$ cat src/rtl/id_ex_hazard_ctrl.sv
// id_ex_hazard_ctrl: pipeline hazard/control unit sitting between ID and EX.
// Produces stall, flush and bubble controls for the PC, IF/ID and ID/EX
// registers. It covers three cases: load-use stalls, multi-cycle ALU ops
// frozen in EX, and return-redirect flushes. It also keeps a saturating
// count of PC stall cycles for performance debug.
module id_ex_hazard_ctrl #(
    parameter int         MUL_LAT          = 4,
    parameter int         RET_FLUSH_CYCLES = 2,
    parameter logic [1:0] LOAD_SEL         = 2'b01,
    parameter int         CNT_W            = 16
) (
    input  logic             clk,
    input  logic             rst,
    input  logic [4:0]       ID_RS_A,
    input  logic [4:0]       ID_RS_B,
    input  logic             ID_USES_B,
    input  logic [4:0]       EX_RD_ADDR,
    input  logic             EX_RF_WE,
    input  logic [1:0]       EX_RF_D_SEL,
    input  logic             EX_MUL_START,
    input  logic             EX_ret_enable,
    output logic             PC_STALL,
    output logic             IF_ID_STALL,
    output logic             IF_ID_FLUSH,
    output logic             ID_EX_BUBBLE,
    output logic             EX_HOLD,
    output logic             RET_REDIRECT,
    output logic             MUL_DONE,
    output logic [CNT_W-1:0] STALL_CNT
);

    // The length counter has to hold the longer of the two state lengths.
    localparam int MAX_LEN = (MUL_LAT > RET_FLUSH_CYCLES) ? MUL_LAT : RET_FLUSH_CYCLES;
    localparam int CW      = $clog2(MAX_LEN + 1);

    localparam logic [CW-1:0] MUL_LOAD = CW'(MUL_LAT - 1);
    localparam logic [CW-1:0] RET_LOAD = CW'(RET_FLUSH_CYCLES - 1);
    localparam logic [CW-1:0] CNT_ONE  = CW'(1);

    // A zero length for either sequence has no meaningful behaviour, so refuse to elaborate.
    if (MUL_LAT < 1) begin : g_bad_mul_lat
        $error("id_ex_hazard_ctrl: MUL_LAT must be >= 1");
    end
    if (RET_FLUSH_CYCLES < 1) begin : g_bad_ret_flush
        $error("id_ex_hazard_ctrl: RET_FLUSH_CYCLES must be >= 1");
    end

    typedef enum logic [1:0] {
        IDLE      = 2'd0,
        MUL_WAIT  = 2'd1,
        RET_FLUSH = 2'd2
    } state_t;

    state_t        state;
    state_t        state_nxt;
    logic [CW-1:0] cnt;
    logic [CW-1:0] cnt_nxt;
    logic          mul_done_nxt;
    logic          load_use_hz;
    logic          rs_a_match;
    logic          rs_b_match;

    // Load-use detection: the EX instruction is a load into a nonzero register that ID reads.
    always_comb begin
        rs_a_match  = (EX_RD_ADDR == ID_RS_A);
        rs_b_match  = ID_USES_B && (EX_RD_ADDR == ID_RS_B);
        load_use_hz = EX_RF_WE && (EX_RF_D_SEL == LOAD_SEL) && (EX_RD_ADDR != 5'd0)
                      && (rs_a_match || rs_b_match);
    end

    // State register, length counter and the registered MUL_DONE pulse.
    always_ff @(posedge clk or posedge rst) begin
        if (rst) begin
            state    <= IDLE;
            cnt      <= '0;
            MUL_DONE <= 1'b0;
        end else begin
            state    <= state_nxt;
            cnt      <= cnt_nxt;
            MUL_DONE <= mul_done_nxt;
        end
    end

    // Next-state and Mealy outputs; everything is held low while reset is asserted.
    always_comb begin
        state_nxt    = state;
        cnt_nxt      = cnt;
        mul_done_nxt = 1'b0;
        PC_STALL     = 1'b0;
        IF_ID_STALL  = 1'b0;
        IF_ID_FLUSH  = 1'b0;
        ID_EX_BUBBLE = 1'b0;
        EX_HOLD      = 1'b0;
        RET_REDIRECT = 1'b0;

        if (rst) begin
            state_nxt = IDLE;
            cnt_nxt   = '0;
        end else begin
            case (state)
                IDLE: begin
                    if (EX_ret_enable) begin
                        RET_REDIRECT = 1'b1;
                        IF_ID_FLUSH  = 1'b1;
                        ID_EX_BUBBLE = 1'b1;
                        if (RET_FLUSH_CYCLES > 1) begin
                            state_nxt = RET_FLUSH;
                            cnt_nxt   = RET_LOAD;
                        end
                    end else if (EX_MUL_START) begin
                        EX_HOLD     = 1'b1;
                        PC_STALL    = 1'b1;
                        IF_ID_STALL = 1'b1;
                        if (MUL_LAT > 1) begin
                            state_nxt = MUL_WAIT;
                            cnt_nxt   = MUL_LOAD;
                        end else begin
                            mul_done_nxt = 1'b1;
                        end
                    end else if (load_use_hz) begin
                        PC_STALL     = 1'b1;
                        IF_ID_STALL  = 1'b1;
                        ID_EX_BUBBLE = 1'b1;
                    end
                end
                MUL_WAIT: begin
                    EX_HOLD     = 1'b1;
                    PC_STALL    = 1'b1;
                    IF_ID_STALL = 1'b1;
                    if (cnt == CNT_ONE) begin
                        state_nxt    = IDLE;
                        cnt_nxt      = '0;
                        mul_done_nxt = 1'b1;
                    end else begin
                        cnt_nxt = cnt - CNT_ONE;
                    end
                end
                RET_FLUSH: begin
                    IF_ID_FLUSH  = 1'b1;
                    ID_EX_BUBBLE = 1'b1;
                    if (cnt == CNT_ONE) begin
                        state_nxt = IDLE;
                        cnt_nxt   = '0;
                    end else begin
                        cnt_nxt = cnt - CNT_ONE;
                    end
                end
                default: begin
                    state_nxt = IDLE;
                    cnt_nxt   = '0;
                end
            endcase
        end
    end

    // Saturating count of cycles in which the PC was held.
    always_ff @(posedge clk or posedge rst) begin
        if (rst) begin
            STALL_CNT <= '0;
        end else if (PC_STALL && (STALL_CNT != {CNT_W{1'b1}})) begin
            STALL_CNT <= STALL_CNT + 1'b1;
        end
    end

endmodule

$ cat config.mk
export PLATFORM = sky130hd
export DESIGN_NAME = id_ex_hazard_ctrl
export DESIGN_NICKNAME = d
export VERILOG_FILES = /design/src/rtl/id_ex_hazard_ctrl.sv
export SDC_FILE = /design/constraint.sdc
export NUM_CORES = 1
export LEC_CHECK = 0
export CAP_MARGIN = 25
export CORE_MARGIN = 1
export CORE_UTILIZATION = 49
export CTS_CLUSTER_SIZE = 30
export DETAILED_ROUTE_END_ITERATION = 10
export PLACE_DENSITY_LB_ADDON = 0.05
export SYNTH_ARGS = -nofsm -noshare
export SYNTH_HDL_FRONTEND = slang
export SYNTH_SLANG_ARGS = --single-unit
$ cat constraint.sdc
create_clock -name clk -period 5.6 [get_ports clk]
set_input_delay 1.12 -clock clk [delete_from_list [all_inputs] [get_ports clk]]
set_output_delay 1.12 -clock clk [all_outputs]
set_load 0.005 [all_outputs]
# [After elaboration in Yosys (flattened, before gate mapping)]
# Index checks and enable logic that the tools add are counted.
# Widths: inputs -> output; s select.
[totals] ff_bits=22 inputBits=23 out_inout_bits=23 elab_cells=56
[classes] add_sub_neg=2 eq_ne=9 muxes=31 n_reduce_logical=10
[op_table] op="$mux 1" count=17
[op_table] op="$add 16x1->16 const B" count=1
[op_table] op="$ne 16x16->1 const B" count=1
[op_table] op="$mux 3" count=4
[op_table] op="$eq 5x5->1" count=2
[op_table] op="$mux 2" count=4
[op_table] op="$pmux 1 s2" count=4
[op_table] op="$pmux 3 s2" count=1
[op_table] op="$logic_and 1x1->1" count=5
[op_table] op="$reduce_bool 5->1" count=1
[op_table] op="$eq 2x1->1 const B" count=2
[op_table] op="$ne 4x4->1 const B" count=1
[op_table] op="$pmux 2 s2" count=1
[op_table] op="$eq 3x1->1 const B" count=1
[op_table] op="$ne 3x1->1 const B" count=1
[op_table] op="$sub 3x1->3 const B" count=1
[op_table] op="$eq 2x2->1 const B" count=1
[op_table] op="$logic_not 2->1" count=1
[op_table] op="$reduce_and 2->1" count=1
[op_table] op="$reduce_or 2->1" count=1
[op_table] op="$logic_or 1x1->1" count=1

# [Longest topological paths before layout]
[depth] ltp_word=10 depth_mapped=9 ltp_nobuf=8

# [Least setup slack after synthesis]
# Ideal clock, no wire load.
[synth_path] path_type="in2out" start="input port rst" end="output port ID_EX_BUBBLE" arrival_ns=1.945 required_time_ns=4.480 path_slack_ns=2.535 cell_stages=3 path_buffers=0 cell_sequence="inv_1 a21o_1 a41o_1"
[synth_between] elab_chain_cells=1
[synth_rtl] item="start, declared" line="13" text="input logic rst,"
[synth_rtl] item="$mux 1" line="96" text="if (rst) begin"
[synth_rtl] item="end, declared" line="25" text="output logic ID_EX_BUBBLE,"
# Every way passes these cells.

# [Final worst setup path]
[layout_path] start="input port EX_RD_ADDR[1]" end="output port PC_STALL"
[layout_between] elab_chain_cells=9 word_cells_on_any_way=12 classes_between="eq/ne (2); mux (5); reduce/logical (5)"
[layout_rtl] item="start, declared" line="17" text="input logic [4:0] EX_RD_ADDR,"
[layout_rtl] item="$eq 5x5->1" line="66" text="rs_b_match = ID_USES_B && (EX_RD_ADDR == ID_RS_B);"
[layout_rtl] item="$logic_and 1x1->1" line="66"
[layout_rtl] item="$logic_or 1x1->1" line="68" text="&& (rs_a_match || rs_b_match);"
[layout_rtl] item="$logic_and 1x1->1 (*)" line="68"
[layout_rtl] item="$mux 1 (*)" line="120" text="end else if (load_use_hz) begin"
[layout_rtl] item="$mux 1 (*)" line="110" text="end else if (EX_MUL_START) begin"
[layout_rtl] item="$mux 1 (*)" line="102" text="if (EX_ret_enable) begin"
[layout_rtl] item="$pmux 1 s2 (*)" line="100" text="case (state)"
[layout_rtl] item="$mux 1 (*)" line="96"
[layout_rtl] item="end, declared" line="22" text="output logic PC_STALL,"
# Every way passes the cells marked *; elsewhere a longest branch is shown, timed or not.

==> results.py <==
metrics = {
    "clock_network": {
        "post_cts_resized": 0,
        "h-tree-depth": 1,
        "clk_pin_slew_ns": 0.11,
        "cts_tree": "done",
        "cts_sinks": 22,
        "insertion_delay_ns": 0.32,
        "hold_buffers": 0,
        "cts_buffers": 3,
        "cts_root_buf": "clkbuf_4",
        "cts_buffer_depth": 2,
        "post-cts-setup-buffers": 0,
    },
    "timing": {
        "maxSlewHeadroom_pct": 67.1,
        "tns_ns": 0,
        "slew_violations": 0,
        "post-route-min-period_ns": 4.03,
        "max_clock_freq_mhz": 248,
        "worst_pin_slew_ns": 0.493,
        "fin_skew_ns": 0.0135,
        "setup_viol": 0,
        "worst_slack_ns": 1.57,
        "grt_setup_unrepaired": "no",
        "finalHoldViolCount": 0,
        "finalCritPeriodShare_pct": 72.0,
    },
    "worst_hold_path": {
        "hold_path_depth": 2,
        "hold_start": "cnt[1]$_DFFE_PP0P_",
        "min_path_type": "flip-flop to flip-flop",
        "min_to": "cnt[1]$_DFFE_PP0P_",
    },
    "drt": {
        "routedWlPerCell_um": 13.6,
        "first_pass_iters": 4,
        "vias_per_cell": 5.34,
        "drt_wl_total_mm": 3.04,
        "num_vias": 1191,
        "drt_iter0_drc": 26,
        "ant_nets": 0,
        "drc": 0,
    },
    "logic_synthesis": {
        "avgSynthCellArea_um2": 9.72,
        "synth_area_um2": 1400,
        "netlist.area_leader.share_pct": 39.3,
        "synthArstFlopShare_pct": 100,
        "synthDistinctLibCells": 36,
        "synth_nets": 174,
        "ys_ff_latch": 22,
        "synth_ff_type": "dfrtp_1",
        "yosys-top-cells-count": "dfrtp_1, inv_1, xnor2_1",
        "synth_area_leaders": "dfrtp_1, xnor2_1, ha_1, xor2_1, inv_1",
        "synth-edff-count": 0,
        "yosysMostFrequentCell": "dfrtp_1",
        "yosys_warnings": 0,
        "syn_inst": 144,
        "seq_area_frac_synth_pct": 39.3,
        "synth_top_cell_by_area": "dfrtp_1",
    },
    "die": {
        "dieArea_um2": 3080,
        "coreArea_um2": 2730,
        "die_x_um": 55.5,
        "core.rowCount": 19,
        "die_y_um": 55.5,
        "start_util_pct": 51.2,
        "io_pins": 46,
    },
    "setup_path": {
        "timing.rr.end": "STALL_CNT[1]$_DFFE_PP0P_",
        "critPathKind": "input port to primary output",
        "cp.required_ns": 4.48,
        "crit_path_max_fanout": 3,
        "rrSetupSlack_ns": 3.32,
        "reg2reg_depth": 6,
        "cp-end-kind": "primary output",
        "start_kind": "input port",
        "cp.arrival_ns": 2.91,
        "r2r-start": "STALL_CNT[0]$_DFFE_PP0P_",
    },
    "placed_design": {
        "globalplace.congestion": 0.792,
        "dp_cells": 219,
        "place_ws_ns": 1.56,
        "portBuffers": 45,
        "hpwl_mm": 2.33,
    },
    "global_route": {
        "grtUsageTotal_pct": 21.3,
        "grt_start_max_net_pins": 24,
        "grt-ovfl-total": 0,
        "antenna_found_initial": 0,
        "grt_pass1_wl_mm": 5.16,
        "grt_pass1_vias": 1194,
    },
    "final_layout": {
        "layout.nets": 223,
        "fin_cells": 223,
        "final_util_pct": 70.6,
        "insertedDiodeCount": 0,
        "drive_gt1_share_pct": 6.25,
        "syn_to_final_growth_pct": 37.9,
    },
    "power_and_ir_drop": {
        "p_total_w": 0.000536,
        "p_per_area_nw_per_um2": 278,
        "ir_drop_uv": 282,
        "p_leak_nw": 0.859,
    },
    "flow_run": {
        "maxCapViolCount": 0,
    },
    "outcome": {
        "outcome": "complete, no violations",
    },
}
sequential cells by signal, indices dropped and copies added (netlist names):
signal and count:
cnt 3, state 2, MUL_DONE 1, STALL_CNT 16
placed cells by master, fill, tap and decap left out, drive strengths merged, types with 4 or more instances in the layout:
master,count
ha,7
nand4,5
inv,16
nor2b,4
xor2,9
xnor2,16
nand3,6
a21oi,4
clkdlybuf4s50,45
nor2,9
nand2,8
dfrtp,22
nor3,9
worst max-delay path by stage:
stage	slack [ns]	to	cells after the start	start
finish	1.57	PC_STALL	7	EX_RD_ADDR[1]
global route	1.44	PC_STALL	7	EX_RD_ADDR[1]
CTS	1.55	PC_STALL	7	EX_RD_ADDR[1]
detailed placement	1.56	PC_STALL	7	EX_RD_ADDR[1]
global placement	1.59	PC_STALL	7	EX_RD_ADDR[1]
floorplan	2.54	ID_EX_BUBBLE	3	rst
critical path, stage by stage:
cell             delay [ns]
clkdlybuf4s50_1        0.53
xnor2_1                0.14
nand3_1                0.11
o22ai_2                0.26
a31oi_1                0.14
inv_1                  0.10
clkdlybuf4s50_1        0.50
report_power, final:
group,internal [W],switching [W]
logic,0.000109,0.0000842
clock network,0.0000724,0.0000494
registers,0.000185,0.0000360
cell families after synthesis:
logic type	Yosys count	share of synthesized area (%)
simple gates	55	23.3
xor+xnor	25	15.6
flops	22	39.3
buf+inv	18	5.63
compound gates	16	9.03
fa+ha+maj	7	6.26
mux	1	0.804
through the flow:
step / cell area, um^2 / hold WS [ns]
finish: 1930 / 0.497
global route: 1930 / 0.506
CTS: 1930 / 0.488
detailed placement: 1880 / 0.471
global placement: 1880 / 0.455
floorplan: 1400 / 0.430
metal layers:
metal  wire [um]  vias to the layer above  share of wire, %  global-route usage [%]
li1            -                      588                 -                       -
met4          37                        0               1.2                    8.93
met1        1330                      563                44                    24.7
met2        1550                       35                51                    37.5
met3         122                        5               4.0                    4.68
met5           0                        -                 0                       0
area by class of cell:
cell class	count	area, um^2
clock buffers	3	22.5
clock inverters	1	30.0
fillers	200	803
inverters	16	60.1
multi-input cells	104	771
flip-flops and latches	22	551
well taps	31	38.8
repair buffers	46	458
(Power assumes the default switching activity.)
